[src/rtl/vec_mem_sequencer.sv]
// Vector load/store sequencer: breaks a LANES-element vector access into one word
// access per granted cycle on the shared single-port data memory. Scalar requests
// win arbitration, but only MAX_STALL times in a row while a vector element waits.
module vec_mem_sequencer #(
  parameter int unsigned LANES     = 4,
  parameter int unsigned DW        = 32,
  parameter int unsigned AW        = 32,
  parameter int unsigned MAX_STALL = 4
) (
  input  logic                clk,
  input  logic                reset,
  // scalar core side
  input  logic                s_req,
  input  logic                s_we,
  input  logic [AW-1:0]       s_addr,
  input  logic [DW-1:0]       s_wdata,
  output logic                s_gnt,
  output logic [DW-1:0]       s_rdata,
  // vector load/store unit side
  input  logic                v_start,
  input  logic                v_we,
  input  logic [AW-1:0]       v_base,
  input  logic [AW-1:0]       v_stride,
  input  logic [LANES*DW-1:0] v_wdata,
  output logic                v_busy,
  output logic                v_done,
  output logic [LANES*DW-1:0] v_rdata,
  // data memory port
  output logic                mem_we,
  output logic [AW-1:0]       mem_addr,
  output logic [DW-1:0]       mem_wdata,
  input  logic [DW-1:0]       mem_rdata
);

  localparam int unsigned IW = (LANES > 1) ? $clog2(LANES) : 1;
  localparam int unsigned SW = $clog2(MAX_STALL + 1);

  localparam logic [1:0] StIdle  = 2'd0;
  localparam logic [1:0] StIssue = 2'd1;
  localparam logic [1:0] StDrain = 2'd2;
  localparam logic [1:0] StDone  = 2'd3;

  logic [1:0]    state_q, state_d;
  logic          we_q;
  logic [AW-1:0] addr_q;
  logic [AW-1:0] stride_q;
  logic [DW-1:0] wdata_q [LANES];
  logic [DW-1:0] rdata_q [LANES];
  logic [IW-1:0] idx_q;
  logic [SW-1:0] stall_q;
  logic          cap_q;
  logic [IW-1:0] cap_idx_q;

  logic          start;
  logic          vec_issue;
  logic          last_lane;

  // Arbitration: the vector element takes the port unless a scalar request is
  // present and the scalar side has not yet used up its consecutive-grant budget.
  always_comb begin
    start     = (state_q == StIdle) && v_start;
    vec_issue = (state_q == StIssue) && !(s_req && (stall_q < SW'(MAX_STALL)));
    last_lane = (idx_q == IW'(LANES - 1));
    s_gnt     = s_req && !vec_issue;
  end

  // Memory port mux; idle port drives zeros.
  always_comb begin
    mem_we    = 1'b0;
    mem_addr  = '0;
    mem_wdata = '0;
    if (vec_issue) begin
      mem_we    = we_q;
      mem_addr  = addr_q;
      mem_wdata = wdata_q[idx_q];
    end else if (s_gnt) begin
      mem_we    = s_we;
      mem_addr  = s_addr;
      mem_wdata = s_wdata;
    end
  end

  // Next-state logic.
  always_comb begin
    state_d = state_q;
    unique case (state_q)
      StIdle:  if (v_start) state_d = StIssue;
      StIssue: if (vec_issue && last_lane) state_d = we_q ? StDone : StDrain;
      StDrain: state_d = StDone;
      StDone:  state_d = StIdle;
      default: state_d = StIdle;
    endcase
  end

  // Control state: FSM, element index, stall counter and pending read capture.
  always_ff @(posedge clk) begin
    if (!reset) begin
      state_q   <= StIdle;
      idx_q     <= '0;
      stall_q   <= '0;
      cap_q     <= 1'b0;
      cap_idx_q <= '0;
    end else begin
      state_q   <= state_d;
      cap_q     <= vec_issue && !we_q;
      cap_idx_q <= idx_q;
      if (start) begin
        idx_q <= '0;
      end else if (vec_issue) begin
        idx_q   <= last_lane ? '0 : idx_q + IW'(1);
        stall_q <= '0;
      end else if (state_q == StIssue) begin
        // Only reachable with a granted scalar request inside the budget.
        stall_q <= stall_q + SW'(1);
      end
    end
  end

  // Operand latch and address walk; values are only consumed while busy, so
  // they need no reset.
  always_ff @(posedge clk) begin
    if (start) begin
      we_q     <= v_we;
      addr_q   <= v_base;
      stride_q <= v_stride;
      for (int i = 0; i < int'(LANES); i++) begin
        wdata_q[i] <= v_wdata[i*DW +: DW];
      end
    end else if (vec_issue) begin
      addr_q <= addr_q + stride_q;
    end
  end

  // Load result lanes: memory data arrives one cycle after the read issue.
  always_ff @(posedge clk) begin
    if (!reset) begin
      for (int i = 0; i < int'(LANES); i++) begin
        rdata_q[i] <= '0;
      end
    end else if (cap_q) begin
      rdata_q[cap_idx_q] <= mem_rdata;
    end
  end

  // Status and packed read data.
  always_comb begin
    v_busy  = (state_q == StIssue) || (state_q == StDrain);
    v_done  = (state_q == StDone);
    s_rdata = mem_rdata;
    v_rdata = '0;
    for (int i = 0; i < int'(LANES); i++) begin
      v_rdata[i*DW +: DW] = rdata_q[i];
    end
  end

endmodule

[config.mk]
export PLATFORM = sky130hd
export DESIGN_NAME = vec_mem_sequencer
export DESIGN_NICKNAME = d
export VERILOG_FILES = /design/src/rtl/vec_mem_sequencer.sv
export SDC_FILE = /design/constraint.sdc
export NUM_CORES = 1
export LEC_CHECK = 0
export CAP_MARGIN = 20
export CELL_PAD_IN_SITES_DETAIL_PLACEMENT = 1
export CELL_PAD_IN_SITES_GLOBAL_PLACEMENT = 2
export CORE_ASPECT_RATIO = 1.1
export CORE_UTILIZATION = 29
export DETAILED_ROUTE_END_ITERATION = 7
export GPL_TIMING_DRIVEN = 1
export PLACE_DENSITY = 0.88
export SETUP_SLACK_MARGIN = 0.3
export SYNTH_ARGS = -nofsm -noshare
export SYNTH_HDL_FRONTEND = slang
export SYNTH_SLANG_ARGS = --single-unit
[constraint.sdc]
create_clock -name clk -period 8.4 [get_ports clk]
set_clock_uncertainty 0.05 [all_clocks]
set_input_delay 2.1 -clock clk [delete_from_list [all_inputs] [get_ports clk]]
set_output_delay 2.1 -clock clk [all_outputs]
set_load 0.02 [all_outputs]
==> flow_summary.json <==
{
  "status": "finished clean",
  "synth_cells": 1120,
  "crit_top_cell": "nand2_1",
  "routed_wl_mm": 47.7,
  "die_w_um": 218,
  "worst_slack_ps": 1850,
  "post_cts_resize_count": 0,
  "via_per_inst": 4.74,
  "grtUsageTotal_pct": 17.9,
  "synth_compound_area_share_pct": 5.18,
  "hold_viol": 0,
  "worstPathArrival_ps": 4400,
  "power_report.internal_total_mw": 4.10,
  "final_cell_mix": "clkdlybuf4s50_1, edfxtp_1, nand2_1, and2_1, nand3_1",
  "met2_usage_pct": 33.1,
  "yosys.area.top_type": "edfxtp_1",
  "cpMaxStageDelayCell": "and2_2",
  "hold_slack_ps": 445,
  "ir_worst_vdd_v": 0.000191,
  "yosysSeqAreaShare_pct": 66.4,
  "sw_frac_of_total_pct": 34.4,
  "wire_per_inst_um": 20.7,
  "slew-limit-headroom_pct": 29.7,
  "critPathKind": "input pin to output port",
  "yosys.area_share.adder_pct": 3.33,
  "cellPowerDensity_nw_per_um2": 287,
  "power.share.sequential_pct": 38.9,
  "p_leak_nw": 8.09,
  "ctsHoldBuffers": 0,
  "die_h_um": 240,
  "worst_pin_slew_ps": 1050,
  "layout_commonest_cell": "clkdlybuf4s50_1",
  "min-delay-start": "stall_q[1]",
  "grt_pass1_vias": 11713,
  "clkPwrFrac_pct": 24.6,
  "worstPathMaxFanout": 48,
  "grtUsageMet3_pct": 4.30,
  "htree_levels": 2,
  "nFillCells": 5342,
  "grt-busiest-layer": "met2",
  "cts_root_buf": "clkbuf_16",
  "post-route-drc-count": 0,
  "worstSetupStartpointType": "input pin",
  "drv_slew": 0,
  "endpoint_kind": "output port",
  "muxShareOfSynthArea_pct": 5.05,
  "max_freq_mhz": 153,
  "pre_cts_ws_ps": 1750,
  "min_period_over_period_pct": 78.0,
  "critPathRequiredTime_ps": 6250,
  "rows": 86,
  "use_met1_pct": 20.0,
  "combPwrFrac_pct": 36.5,
  "final_util_pct": 43.3,
  "cts_setup_buffers": 0,
  "drt_first_pass_iters": 4,
  "nets": 1941,
  "clock-sinks": 333,
  "synthesis.area_um2": 14900,
  "vias": 10890,
  "period_needed_ps": 6550,
  "gp_congestion": 0.782,
  "yosysTopAreaCellShare_pct": 64.8,
  "fin_tns_setup_ps": 0,
  "multiInputGateArea_um2": 4550,
  "yosys.area_share.simple_pct": 15.1,
  "start_util_pct": 29.5,
  "yosys-top-cells-area": "edfxtp_1, mux4_2, nand2_1",
  "clock_latency_ps": 550,
  "synth_xor_area_share_pct": 1.65,
  "syn_area_per_cell_um2": 13.3,
  "syn_nets": 1453,
  "antenna_found_initial": 4,
  "area_delta_synth_final_pct": 46.5,
  "p_sw_mw": 2.15,
  "synth-edff-count": 321,
  "finalSetupViolCount": 0,
  "cts_tree": "done",
  "crit_chain": "buf_2 -> nand2b_1 -> and2_2 -> buf_4 -> nand2_1 -> nand2_1 -> clkdlybuf4s50_1",
  "synth_top_family_by_area": "simple AND/OR/NAND/NOR gates",
  "total_power_mw": 6.25,
  "ff_latch_area_um2": 9880,
  "ys_warn_count": 0,
  "cts_buffers": 37,
  "io_buffers": 521,
  "cts.clk_slew.worst_paths_ps": 60,
  "grt_overflow_total": 0,
  "drtIter0Drc": 582,
  "worst_path_largest_cell_delay_ps": 860,
  "maxCapViolCount": 0,
  "synthFlopType": "edfxtp_1",
  "ios": 522,
  "yosys.cell_types.count": 50,
  "grt_pass1_wl_mm": 70.2,
  "worstReg2RegStart": "addr_q[0]",
  "die-area_um2": 52200,
  "hp-class": "flop to flop",
  "detailed_place_hpwl_mm": 34.7,
  "grt_max_degree": 150,
  "synth_seq_cells": 333,
  "synthArstFlopShare_pct": 0,
  "startpoint": "s_req",
  "core_area_um2": 50400,
  "drive_above_1_share_pct": 6.97,
  "rsz0062_at_grt": "false",
  "ant_nets": 0,
  "clock_path_buffers": 3
}
==> power by group through the flow <==
| stage | clock network, mW | registers (mW) | logic, mW |
|---|---|---|---|
| 3_5_place_dp | 0 | 2.47 | 2.29 |
| 3_3_place_gp | 0 | 2.45 | 2.22 |
| 4_1_cts | 1.59 | 2.44 | 2.31 |
| 5_1_grt | 1.63 | 2.46 | 2.51 |
| 6_report | 1.54 | 2.43 | 2.28 |
| 2_1_floorplan | 0 | 2.49 | 1.42 |
==> flip-flops by register name (all words and copies together) (netlist names), named ones only <==
| signal | cells |
|---|---|
| addr_q | 32 |
| cap_idx_q | 2 |
| cap_q | 1 |
| idx_q | 2 |
| rdata_q | 128 |
| stall_q | 3 |
| state_q | 2 |
| stride_q | 32 |
| wdata_q | 128 |
| we_q | 1 |
==> cell type report <==
cell class / count / area share, %
flip-flops and latches: 333 / 45.3
repair buffers: 536 / 24.6
multi-input cells: 690 / 20.9
clock buffers: 48 / 4.53
well taps: 660 / 3.79
clock inverters: 19 / 0.677
inverters: 10 / 0.195
diodes: 3 / 0.0344
==> metal layers <==
layer,wire length (µm),vias up
li1,-,5046
met1,18300,5352
met2,25000,422
met3,3150,68
met4,1170,2
met5,12,-
==> worst max-delay path, delay by kind of cell <==
family,cells,cell delay [ps]
and+or+nand+nor,4,1160
buffers and inverters,3,1120
==> metrics by stage <==
stage / cells / area, µm²
floorplan: 1120 / 14900
global placement: 2228 / 20600
detailed placement: 2229 / 20700
CTS: 2296 / 21800
global route: 2299 / 21800
finish: 2299 / 21800
==> kinds of logic (layout without fill, tap and decap cells) <==
group / Yosys count / in the layout
buf+inv: 97 / 613
compound gates: 125 / 125
xor+xnor: 28 / 28
fa+ha+maj: 39 / 39
simple gates: 463 / 463
flops: 333 / 333
other cells: 0 / 3
mux: 35 / 35
==> cells in the mapped netlist, drive strengths merged, types with 2 or more instances <==
| master | count |
|---|---|
| a211oi | 3 |
| a21boi | 2 |
| a21o | 11 |
| a21oi | 48 |
| a221oi | 2 |
| a31oi | 4 |
| and2 | 103 |
| and3 | 34 |
| buf | 37 |
| clkbuf | 50 |
| dfxtp | 12 |
| edfxtp | 321 |
| ha | 38 |
| inv | 9 |
| mux2i | 3 |
| mux4 | 32 |
| nand2 | 183 |
| nand2b | 5 |
| nand3 | 74 |
| nand4 | 4 |
| nor2 | 41 |
| nor2b | 4 |
| nor3 | 6 |
| nor3b | 5 |
| o211ai | 3 |
| o21a | 6 |
| o21ai | 31 |
| o221ai | 2 |
| o31ai | 4 |
| xnor2 | 15 |
| xor2 | 13 |
==> final timing paths <==
kind              cells past startpoint           end  slack, ps
setup / recovery                      7  mem_addr[26]       1850
hold / removal                        2    stall_q[1]        440
setup reg to reg                     10    addr_q[26]       4940
hold reg to reg                       2    stall_q[1]        440
Note: power is estimated with default switching activity, not from simulation.
